File: src/rtl/tipi_rdmux_pkg.sv
// Shared types and helpers for the TI host register read-back mux.
package tipi_rdmux_pkg;

  localparam int unsigned MAX_CHANNELS = 32;

  typedef enum logic {
    IDLE = 1'b0,
    HOLD = 1'b1
  } state_t;

  // Lowest set bit wins; returns 0 when nothing is set (caller checks |sel)
  function automatic int unsigned prio_idx(input logic [MAX_CHANNELS-1:0] sel);
    prio_idx = 0;
    for (int i = MAX_CHANNELS - 1; i >= 0; i--) begin
      if (sel[i]) prio_idx = unsigned'(i);
    end
  endfunction

  function automatic logic [MAX_CHANNELS-1:0] onehot(input int unsigned idx,
                                                     input int unsigned channels);
    onehot = '0;
    for (int unsigned i = 0; i < MAX_CHANNELS; i++) begin
      onehot[i] = (i == idx) && (i < channels);
    end
  endfunction

endpackage

File: src/rtl/tipi_sync2.sv
// Two-flop synchronizer with a configurable reset value.
module tipi_sync2 #(
  parameter int unsigned      WIDTH   = 1,
  parameter logic [WIDTH-1:0] RST_VAL = '0
) (
  input  logic             clk,
  input  logic             rst_n,
  input  logic [WIDTH-1:0] d,
  output logic [WIDTH-1:0] q
);

  logic [WIDTH-1:0] meta;

  always_ff @(posedge clk or negedge rst_n) begin
    if (!rst_n) begin
      meta <= RST_VAL;
      q    <= RST_VAL;
    end else begin
      meta <= d;
      q    <= meta;
    end
  end

endmodule

File: src/rtl/tipi_rd_mux.sv
// Registered priority read-back mux for host register reads.
// Define TIPI_RDMUX_SYNC_EN to pass rd_en/sel through 2-flop synchronizers.
module tipi_rd_mux
  import tipi_rdmux_pkg::*;
#(
  parameter int unsigned CHANNELS = 4,
  parameter int unsigned WIDTH    = 8
) (
  input  logic                      clk,
  input  logic                      rst_n,
  input  logic                      rd_en,
  input  logic [CHANNELS-1:0]       sel,
  input  logic [CHANNELS*WIDTH-1:0] din,
  output logic [WIDTH-1:0]          dout,
  output logic                      dout_valid,
  output logic [CHANNELS-1:0]       rd_ack,
  output logic                      rd_miss
);

  localparam int unsigned IDX_W = (CHANNELS > 1) ? $clog2(CHANNELS) : 1;

  logic                rd_s;
  logic [CHANNELS-1:0] sel_s;

`ifdef TIPI_RDMUX_SYNC_EN
  // rd sync resets high so a strobe already high at reset release is not a rise
  tipi_sync2 #(.WIDTH(1), .RST_VAL(1'b1)) u_sync_rd (
    .clk   (clk),
    .rst_n (rst_n),
    .d     (rd_en),
    .q     (rd_s)
  );

  tipi_sync2 #(.WIDTH(CHANNELS), .RST_VAL('0)) u_sync_sel (
    .clk   (clk),
    .rst_n (rst_n),
    .d     (sel),
    .q     (sel_s)
  );
`else
  assign rd_s  = rd_en;
  assign sel_s = sel;
`endif

  logic [WIDTH-1:0] din_a [CHANNELS];

  for (genvar g = 0; g < CHANNELS; g++) begin : g_din
    assign din_a[g] = din[g*WIDTH +: WIDTH];
  end

  logic [IDX_W-1:0]        idx;
  logic [MAX_CHANNELS-1:0] ack_full;

  assign idx      = IDX_W'(prio_idx(MAX_CHANNELS'(sel_s)));
  assign ack_full = onehot(32'(idx), CHANNELS);

  state_t              state, state_n;
  logic                rd_q;
  logic [WIDTH-1:0]    dout_n;
  logic                valid_n;
  logic [CHANNELS-1:0] ack_n;
  logic                miss_n;

  always_ff @(posedge clk or negedge rst_n) begin
    if (!rst_n) begin
      state      <= IDLE;
      rd_q       <= 1'b1;
      dout       <= '0;
      dout_valid <= 1'b0;
      rd_ack     <= '0;
      rd_miss    <= 1'b0;
    end else begin
      state      <= state_n;
      rd_q       <= rd_s;
      dout       <= dout_n;
      dout_valid <= valid_n;
      rd_ack     <= ack_n;
      rd_miss    <= miss_n;
    end
  end

  // Capture on rd rise in IDLE; freeze in HOLD until rd drops
  always_comb begin
    state_n = state;
    dout_n  = dout;
    valid_n = dout_valid;
    ack_n   = '0;
    miss_n  = 1'b0;
    case (state)
      IDLE: begin
        dout_n  = '0;
        valid_n = 1'b0;
        if (rd_s && !rd_q) begin
          state_n = HOLD;
          valid_n = 1'b1;
          if (|sel_s) begin
            dout_n = din_a[idx];
            ack_n  = ack_full[CHANNELS-1:0];
          end else begin
            miss_n = 1'b1;
          end
        end
      end
      HOLD: begin
        if (!rd_s) begin
          state_n = IDLE;
          dout_n  = '0;
          valid_n = 1'b0;
        end
      end
      default: state_n = IDLE;
    endcase
  end

endmodule

File: config.mk
export PLATFORM = sky130hd
export DESIGN_NAME = tipi_rd_mux
export DESIGN_NICKNAME = d
export VERILOG_FILES = /design/src/rtl/tipi_rdmux_pkg.sv /design/src/rtl/tipi_sync2.sv /design/src/rtl/tipi_rd_mux.sv
export SDC_FILE = /design/constraint.sdc
export NUM_CORES = 1
export LEC_CHECK = 0
export ABC_AREA = 1
export CAP_MARGIN = 15
export CORE_ASPECT_RATIO = 1.75
export CORE_MARGIN = 2
export CORE_UTILIZATION = 39
export CTS_BUF_LIST = sky130_fd_sc_hd__clkbuf_4
export DETAILED_ROUTE_END_ITERATION = 8
export PLACE_DENSITY = 0.89
export SYNTH_ARGS = -nofsm -noshare
export SYNTH_HDL_FRONTEND = slang
export SYNTH_SLANG_ARGS = --single-unit
File: constraint.sdc
create_clock -name clk -period 1.2 [get_ports clk]
set_input_delay 0.12 -clock clk [delete_from_list [all_inputs] [get_ports clk]]
set_output_delay 0.12 -clock clk [all_outputs]
set_load 0.05 [all_outputs]
==> impl_results.md, run 1 <==
* Die area at about 0.0028 sq mm
* CTS Hold Bufs at 0
* Tmin final at roughly 1.1 ns
* HPWL Detailed at roughly 2400 um
* Core area at about 0.0023 sq mm
* Die Wd at 41.0 um
* Max H-tree Level at 1
* PwrDens at about 840 mW/mm^2
* Ys async rst share at 1.00
* Initial core utilization at 0.411
* Max-cap check violation count at 0
* CTS resizes at 0
* Period utilisation layout at 0.940
* Final setup fails at 0
* N_diodes at 0
* Req. time, crit path at ~1.4 ns
* Internal power at about 0.95 mW
* Clock skew at approximately 0.0023 ns
* Die Ht at 68.7 um
* Worst-skew pair later-pin latency at around 0.29 ns
* Synth Net Count at 156
* Clock-pin slew on the worst setup and hold paths at roughly 0.090 ns
* GR Util All Layers at 0.259
* Syn Std Cell Area at around 930 sq um
* Sink Count at 16
* Syn Area/Cell at 7.98 sq um
* Synth area leader: dfrtp_1
* Status: completed
* Vias in the first global route at roughly 1,100
* Hold Path Class: input pin to async pin
* Max Fanout on Critical Path at 8
* Placed cell count at 197
* Switch Pwr at about 0.47 mW
* CTS tree: done
* DR DRC count at 0
* Final Wtd Congestion at approximately 0.89
* Share of layout cells above drive strength 1 at 0.220
* Root Buffer: clkbuf_4
* I/O Pins at between 50 and 60
* Filler cell count at about 150
* Register area share after synthesis at 0.430
* CP Capture Type: flip-flop
* Top-count cell post-synth: nand3_1
* Cts bufs inserted at 3
* Final Util at 0.744
* Post-DRT Antenna Nets at 0
* Switching portion of total power at 0.329
* Design area at roughly 0.0017 sq mm
* I/O Buffers at 52
* Synth Register Bits at 16
* P&R area growth vs syn at 81.1%
* Relative slew margins at 0.755
* Maximum VDD drop at 0.000466 V
* First-pass GRT wire length at between 4000 and 5000 um
* Nets@finish at ~220
* Number of synthesized flops with an enable pin at 0
* Avg WL per Cell at between 15 and 20 um
* Clock power share at 0.207
* Starting DRT DRC Count at 34
* Final hold vios at 0
* Crit Path Class: flip-flop to flip-flop
* DP Area at between 0.0015 and 0.002 sq mm
* Deepest clock path buffer count at 2
* CP startpoint kind: flip-flop
* Sequential share of power at 0.421
* Synth cell types at 19
* Share of the synthesized area in the top cell type at 0.402
* Static Leak at ~0.82 nW
* Overflow after GRT at 0
* First drt pass iteration count at 4
* Slew @ Worst Pin at about 0.37 ns
* Row cnt at 23
* Synth warn at 0
* Non-filler cells, final at 202
* Initial antenna violation count at 0
* WP data arrival at about 1.4 ns
* Leading post-synthesis cells by cell area: dfrtp_1, nand3_1, nand2_1, nand2_8, dfstp_2
* Fmax at between 800 and 900 MHz
* Slew Limit Fails at 0
* Synthesized instance count at between 100 and 150
* Largest net degree at the start of global routing at 19
* Post-CTS Setup Bufs at 0
* Logic pwr share at 0.372
* Synth Flop Type: dfrtp_1
* Post-Route WL at 3110 um
* Total number of vias at 1,105
* Top cells by count, synth: nand3_1, nand2_1, dfrtp_1
* Vias per cell at around 5.5
==> through the flow <==
stage	hold slack, ns	TNS (ns)	setup slack [ns]	total power [mW]
finish	0.0432	0	0.0726	1.42
detailed placement	0.364	-2.42	-0.296	1.13
global placement	0.366	-1.79	-0.216	1.11
CTS	0.0454	0	0.0105	1.42
floorplan	-0.176	0	0.157	0.832
global route	0.0480	-0.00443	-0.00443	1.50
==> critical path, stage by stage, from the launching register on <==
cell	delay (ns)
dfstp_2	0.37
nor2_1	0.09
nand2_1	0.13
a21oi_4	0.25
nand3_1	0.13
nand2_1	0.09
==> per-layer routing <==
metal,GRT usage,routed length [um],vias up,part of all wire
li1,-,-,513,-
met1,0.266,983,504,0.32
met2,0.453,1780,71,0.57
met3,0.0481,196,17,0.063
met4,0.150,142,0,0.046
met5,0,0,-,0
==> power groups by stage <==
stage	sequential, mW	clock [mW]	combinational, mW
CTS	0.599	0.295	0.525
floorplan	0.675	0	0.157
finish	0.599	0.294	0.529
global placement	0.607	0	0.505
detailed placement	0.609	0	0.521
global route	0.602	0.331	0.563
==> logic make-up (layout without fill, tap and decap cells) <==
group,count (synthesis),in the layout,synth area share
DFF,16,16,0.430
and+or+nand+nor,89,89,0.489
buffers and inverters,11,71,0.0630
AOI/OAI and AO/OA,1,1,0.0174
==> sequential cells by signal, summed over array words and instances, names as in the netlist <==
name / flops
rd_miss: 1
rd_ack: 4
state: 1
rd_q: 1
dout_valid: 1
dout: 8
==> path summary, 6_finish.rpt <==
check / slack, ns / cells past startpoint / from / end
setup reg to reg: 0.07 / 5 / rd_q / dout[3]
max in group asynchronous: 0.74 / 2 / rst_n / dout[5]
setup / recovery: 0.07 / 5 / rd_q / dout[3]
hold / removal: 0.04 / 1 / rst_n / rd_ack[2]
hold reg to reg: 0.56 / 2 / dout_valid / dout_valid
min in group clk: 0.11 / 2 / sel[2] / rd_miss
==> cells in the final DEF (no fill, tap or decap), drive strengths merged <==
cell / count
dfstp: 1
a21oi: 1
clkbuf: 3
clkdlybuf4s50: 34
nor2: 5
dlymetal6s2s: 4
inv: 7
buf: 20
nand3: 40
nand2: 40
nor3: 3
nor4: 1
dfrtp: 15
clkinv: 3
==> area by class of cell <==
type / count / area (sq um) / share of cell area
multi-input combinational: 90 / 473 / 0.280
timing repair buffer: 58 / 716 / 0.423
timing repair inverter: 1 / 5.00 / 0.00296
clock buffer: 3 / 22.5 / 0.0133
clock inverter: 1 / 3.75 / 0.00222
sequential: 16 / 402 / 0.238
inverter: 8 / 37.5 / 0.0222
tap: 25 / 31.3 / 0.0185
Note: power is estimated with default switching activity, not from simulation.
==> run 2: changes to the inputs <==
--- a/config.mk
+++ b/config.mk
@@ -7,12 +7,11 @@
 export LEC_CHECK = 0
 export ABC_AREA = 1
 export CAP_MARGIN = 15
-export CORE_ASPECT_RATIO = 1.75
 export CORE_MARGIN = 2
-export CORE_UTILIZATION = 39
+export CORE_UTILIZATION = 42
 export CTS_BUF_LIST = sky130_fd_sc_hd__clkbuf_4
 export DETAILED_ROUTE_END_ITERATION = 8
-export PLACE_DENSITY = 0.89
+export PLACE_DENSITY = 0.94
 export SYNTH_ARGS = -nofsm -noshare
 export SYNTH_HDL_FRONTEND = slang
 export SYNTH_SLANG_ARGS = --single-unit
==> constraint.sdc (replaced) <==
create_clock -name clk -period 1.4 [get_ports clk]
set_input_delay 0.14 -clock clk [delete_from_list [all_inputs] [get_ports clk]]
set_output_delay 0.14 -clock clk [all_outputs]
set_load 0.05 [all_outputs]
==> impl_results.md, run 2 (synthesized netlist as in run 1, its figures left out) <==
* Status: completed
* Sequential share of power at 0.446
* Worst-skew pair later-pin latency at 0.27 ns
* WP data arrival at 1.45 ns
* CP startpoint kind: input pin
* Internal power at between 0.7 and 0.8 mW
* I/O Pins at 53
* I/O Buffers at 52
* Final hold vios at 0
* CTS Hold Bufs at 0
* Logic pwr share at 0.350
* Maximum VDD drop at approximately 0.00050 V
* Tmin final at roughly 1.2 ns
* Row cnt at 17
* Final Wtd Congestion at 0.819
* Static Leak at between 0.7 and 0.8 nW
* Overflow after GRT at 0
* Multi-input gate area at 473 sq um
* DR DRC count at 0
* Commonest non-fill, non-tap cells in the layout: nand3_1, clkdlybuf4s50_1, nand2_1, buf_4, dfrtp_1
* Final Util at 0.695
* Root Buffer: clkbuf_4
* Biggest regs: dout (8), rd_ack (4)
* Nets@finish at about 220
* CTS resizes at 0
* Period utilisation layout at 0.879
* Hold Path Class: input pin to async pin
* Share of layout cells above drive strength 1 at 0.211
* Starting DRT DRC Count at 38
* Storage element area at roughly 400 sq um
* Min Hold Slack at a little under 0.08 ns
* Max-cap check violation count at 0
* Switch Pwr at 0.356 mW
* Post-Route WL at between 2000 and 3000 um
* Commonest non-fill, non-tap cell in the layout: nand3_1
* Core area at 0.00215 sq mm
* CP Capture Type: flip-flop
* Largest Register: dout
* GR Util All Layers at 0.222
* Largest register FFs at 8
* Clock power share at 0.204
* P&R area growth vs syn at 60.1%
* Avg WL per Cell at between 10 and 15 um
* Slew Limit Fails at 0
* Largest net degree at the start of global routing at 19
* Sink Count at 16
* Initial core utilization at 0.434
* Setup ws final at ~0.17 ns
* Vias in the first global route at around 1,000
* Die area at ~0.0026 sq mm
* Filler cell count at between 150 and 200
* Max Fanout on Critical Path at 8
* Dpl ws at -0.0919 ns
* Relative slew margins at 0.826
* Final TNS setup at 0 ns
* PwrDens at roughly 750 mW/mm^2
* N_diodes at 0
* Clock skew at between 0.001 and 0.0015 ns
* First-pass GRT wire length at about 4300 um
* Die Wd at between 50 and 60 um
* Post-CTS Setup Bufs at 0
* Die Ht at about 50 um
* Total power at 1.12 mW
* Slew @ Worst Pin at roughly 0.26 ns
* Deepest clock path buffer count at 2
* Vias per cell at between 5 and 6
* HPWL Detailed at 2200 um
* Initial antenna violation count at 0
* Final setup fails at 0
* Cts bufs inserted at 3
* First drt pass iteration count at 4
* Switching portion of total power at 0.317
* Fmax at about 810 MHz
* Max H-tree Level at 1
* CTS tree: done
* Req. time, crit path at ~1.6 ns
* RSZ-0062 raised after global routing: no
* Clock-pin slew on the worst setup and hold paths at ~0.080 ns
* Post-DRT Antenna Nets at 0
* Total number of vias at about 1,100
* Crit Path Class: input pin to flip-flop
-- run 2: cell count changes in the layout (fill, tap and decap cells not counted), sizes merged --
cell / previous run / this run
buf: 20 / 19
inv: 7 / 8
clkdlybuf4s50: 34 / 38
dlymetal6s2s: 4 / 0
clkinv: 3 / 1
-- run 2: final timing paths --
| check | to | slack, ns | startpoint | depth (start not counted) |
|---|---|---|---|---|
| worst max-delay path | dout[4] | 0.17 | sel[3] | 6 |
| worst min-delay path | rd_ack[1] | 0.08 | rst_n | 1 |
| worst max register to register | dout[4] | 0.27 | rd_q | 5 |
| worst min register to register | dout[2] | 0.50 | dout[2] | 2 |
| max in group asynchronous | rd_q | 0.82 | rst_n | 2 |
| min in group clk | rd_q | 0.32 | rd_en | 1 |
-- run 2: power by group through the flow --
| stage | Sequential (mW) | Clock [mW] | Combinational, mW |
|---|---|---|---|
| after global routing | 0.505 | 0.257 | 0.422 |
| after detailed placement | 0.511 | 0 | 0.392 |
| after floorplan | 0.579 | 0 | 0.134 |
| final | 0.501 | 0.229 | 0.393 |
| after global placement | 0.508 | 0 | 0.382 |
| after CTS | 0.502 | 0.242 | 0.393 |
-- run 2: per-stage QoR --
stage               std cells  instance area [sq um]
global route              203                   1490
global placement          199                   1470
finish                    203                   1490
detailed placement        199                   1470
floorplan                 117                    933
CTS                       203                   1490
-- run 2: area by class of cell --
cell class	instances	area share
Inverter	8	0.0235
Timing Repair Buffer	57	0.350
Sequential cell	16	0.269
Clock buffer	3	0.0151
Multi-Input combinational cell	90	0.317
Clock inverter	1	0.00251
Tap cell	28	0.0235
-- run 2: worst max-delay path, stage by stage --
cell and delay [ns]:
clkdlybuf4s50_1 0.57, nor2_2 0.11, buf_4 0.15, a21oi_4 0.25
nand3_1 0.14, nand2_1 0.09
-- run 2: metal layers --
metal | wire [um] | share of wire | GRT usage | up-vias
li1 | - | - | - | 508
met1 | 1010 | 0.38 | 0.270 | 492
met2 | 1450 | 0.55 | 0.390 | 51
met3 | 167 | 0.063 | 0.0234 | 0
met4 | 0 | 0 | 0.108 | 0
met5 | 0 | 0 | 0 | -
==> run 3: changes to the inputs <==
--- a/config.mk
+++ b/config.mk
@@ -7,11 +7,11 @@
 export LEC_CHECK = 0
 export ABC_AREA = 1
 export CAP_MARGIN = 15
-export CORE_MARGIN = 2
 export CORE_UTILIZATION = 42
 export CTS_BUF_LIST = sky130_fd_sc_hd__clkbuf_4
 export DETAILED_ROUTE_END_ITERATION = 8
 export PLACE_DENSITY = 0.94
+export SLEW_MARGIN = 10
 export SYNTH_ARGS = -nofsm -noshare
 export SYNTH_HDL_FRONTEND = slang
 export SYNTH_SLANG_ARGS = --single-unit
==> impl_results.md, run 3 (synthesized netlist as in run 1, its figures left out) <==
* CTS resizes at 0
* Overflow after GRT at 0
* Post-DRT Antenna Nets at 0
* Req. time, crit path at 1.57 ns
* Vias in the first global route at ~960
* Vias per cell at approximately 5.2
* Switch Pwr at ~0.36 mW
* Root Buffer: clkbuf_4
* Largest register FFs at 8
* Clock skew at slightly above 0.01 ns
* RSZ-0062 raised after global routing: no
* Hold Path Class: input pin to async pin
* I/O Buffers at between 50 and 60
* Sequential share of power at 0.442
* Deepest clock path buffer count at 2
* CTS Hold Bufs at 0
* PwrDens at about 750 mW/mm^2
* Crit Path Class: input pin to flip-flop
* Die Ht at roughly 49 um
* Final Wtd Congestion at 0.800
* I/O Pins at 53
* Sink Count at 16
* Clock power share at 0.208
* CTS tree: done
* Switching portion of total power at 0.319
* CP delay by family, top: simple AND/OR/NAND/NOR gates
* N_diodes at 0
* CP startpoint kind: input pin
* Initial antenna violation count at 0
* Reg-to-reg slack, setup at roughly 0.26 ns
* Static Leak at roughly 0.74 nW
* First drt pass iteration count at 4
* Logic pwr share at 0.349
* Largest Register: dout
* Total power at around 1.1 mW
* Slew @ Worst Pin at between 0.3 and 0.4 ns
* CP cell instances: clkdlybuf4s50_1 > nand2_4 > nand2_8 > nand2_8 > nand2_1 > nand3_1 > nand3_1 > nand2_1
* Final hold vios at 0
* Die Wd at around 50 um
* Design area at between 0.0015 and 0.002 sq mm
* WP buf/inv at 1
* Nets@finish at about 220
* Min Hold Slack at roughly 0.089 ns
* Clock-pin slew on the worst setup and hold paths at ~0.09 ns
* Die area at approximately 0.0024 sq mm
* Initial core utilization at 0.462
* GR Util All Layers at 0.228
* DP Area at between 0.001 and 0.0015 sq mm
* Maximum VDD drop at approximately 0.00050 V
* Final TNS setup at 0 ns
* Post-CTS Setup Bufs at 0
* Worst-skew pair later-pin latency at ~0.28 ns
* WP data arrival at approximately 1.4 ns
* Starting DRT DRC Count at 45
* Placed cell count at approximately 200
* Final setup fails at 0
* Largest net degree at the start of global routing at 19
* Cts bufs inserted at 3
* Non-filler cells, final at ~200
* Max Fanout on Critical Path at 17
* Biggest regs: dout (8), rd_ack (4)
* HPWL Detailed at just over 2000 um
* Slew Limit Fails at 0
* Share of layout cells above drive strength 1 at 0.216
* Max H-tree Level at 1
* Commonest non-fill, non-tap cells in the layout: nand3_1, clkdlybuf4s50_1, nand2_1, buf_4, dfrtp_1
* Relative slew margins at 0.790
* P&R area growth vs syn at 60.7%
* Period utilisation layout at 0.855
* CP Capture Type: flip-flop
* Core area at 0.00202 sq mm
* Fmax at 836 MHz
* Critical-path cell with the highest stage delay: clkdlybuf4s50_1
* Internal power at 0.769 mW
* Post-Route WL at approximately 2500 um
* Worst path max stage delay at roughly 0.56 ns
* Avg WL per Cell at between 10 and 15 um
* First-pass GRT wire length at 4180 um
* Status: completed
* Max-cap check violation count at 0
* Tmin final at 1.20 ns
* Row cnt at 16
* Commonest non-fill, non-tap cell in the layout: nand3_1
* Total number of vias at about 1,100
* DR DRC count at 0
==> run 3: layout make-up <==
type,instances,area [sq um]
clock inverters,1,3.75
clock buffers,3,22.5
multi-input cells,90,473
inverters,8,35.0
repair buffers,58,531
fillers,147,522
flip-flops and latches,16,402
well taps,27,33.8
==> run 3: power by group through the flow <==
stage,registers [mW],clock network [mW],logic [mW]
after floorplan,0.579,0,0.134
after global placement,0.508,0,0.385
after detailed placement,0.509,0,0.392
after CTS,0.500,0.241,0.394
final,0.499,0.235,0.395
after global routing,0.503,0.259,0.422
==> run 3: layer usage <==
layer | wire, um | track usage | up-vias
met1 | 1060 | 0.283 | 478
li1 | - | - | 511
met5 | 0 | 0 | -
met2 | 1290 | 0.377 | 58
met3 | 154 | 0.0280 | 4
met4 | 29 | 0.137 | 0
==> run 3: metrics by stage <==
stage	utilization	setup WS (ns)
6_report	0.742	0.203
5_1_grt	0.742	0.135
4_1_cts	0.742	0.224
3_5_place_dp	0.729	-0.0689
3_3_place_gp	0.729	-0.0453
2_1_floorplan	-	0.357
==> run 3: path summary, 6_finish.rpt <==
kind,to,start,cells after the start
setup / recovery,dout[7],sel[3],8
max in group asynchronous,dout[3],rst_n,2
hold / removal,rd_ack[1],rst_n,1
min in group clk,rd_q,rd_en,1
hold reg to reg,dout[3],dout[3],2
setup reg to reg,rd_miss,rd_q,4
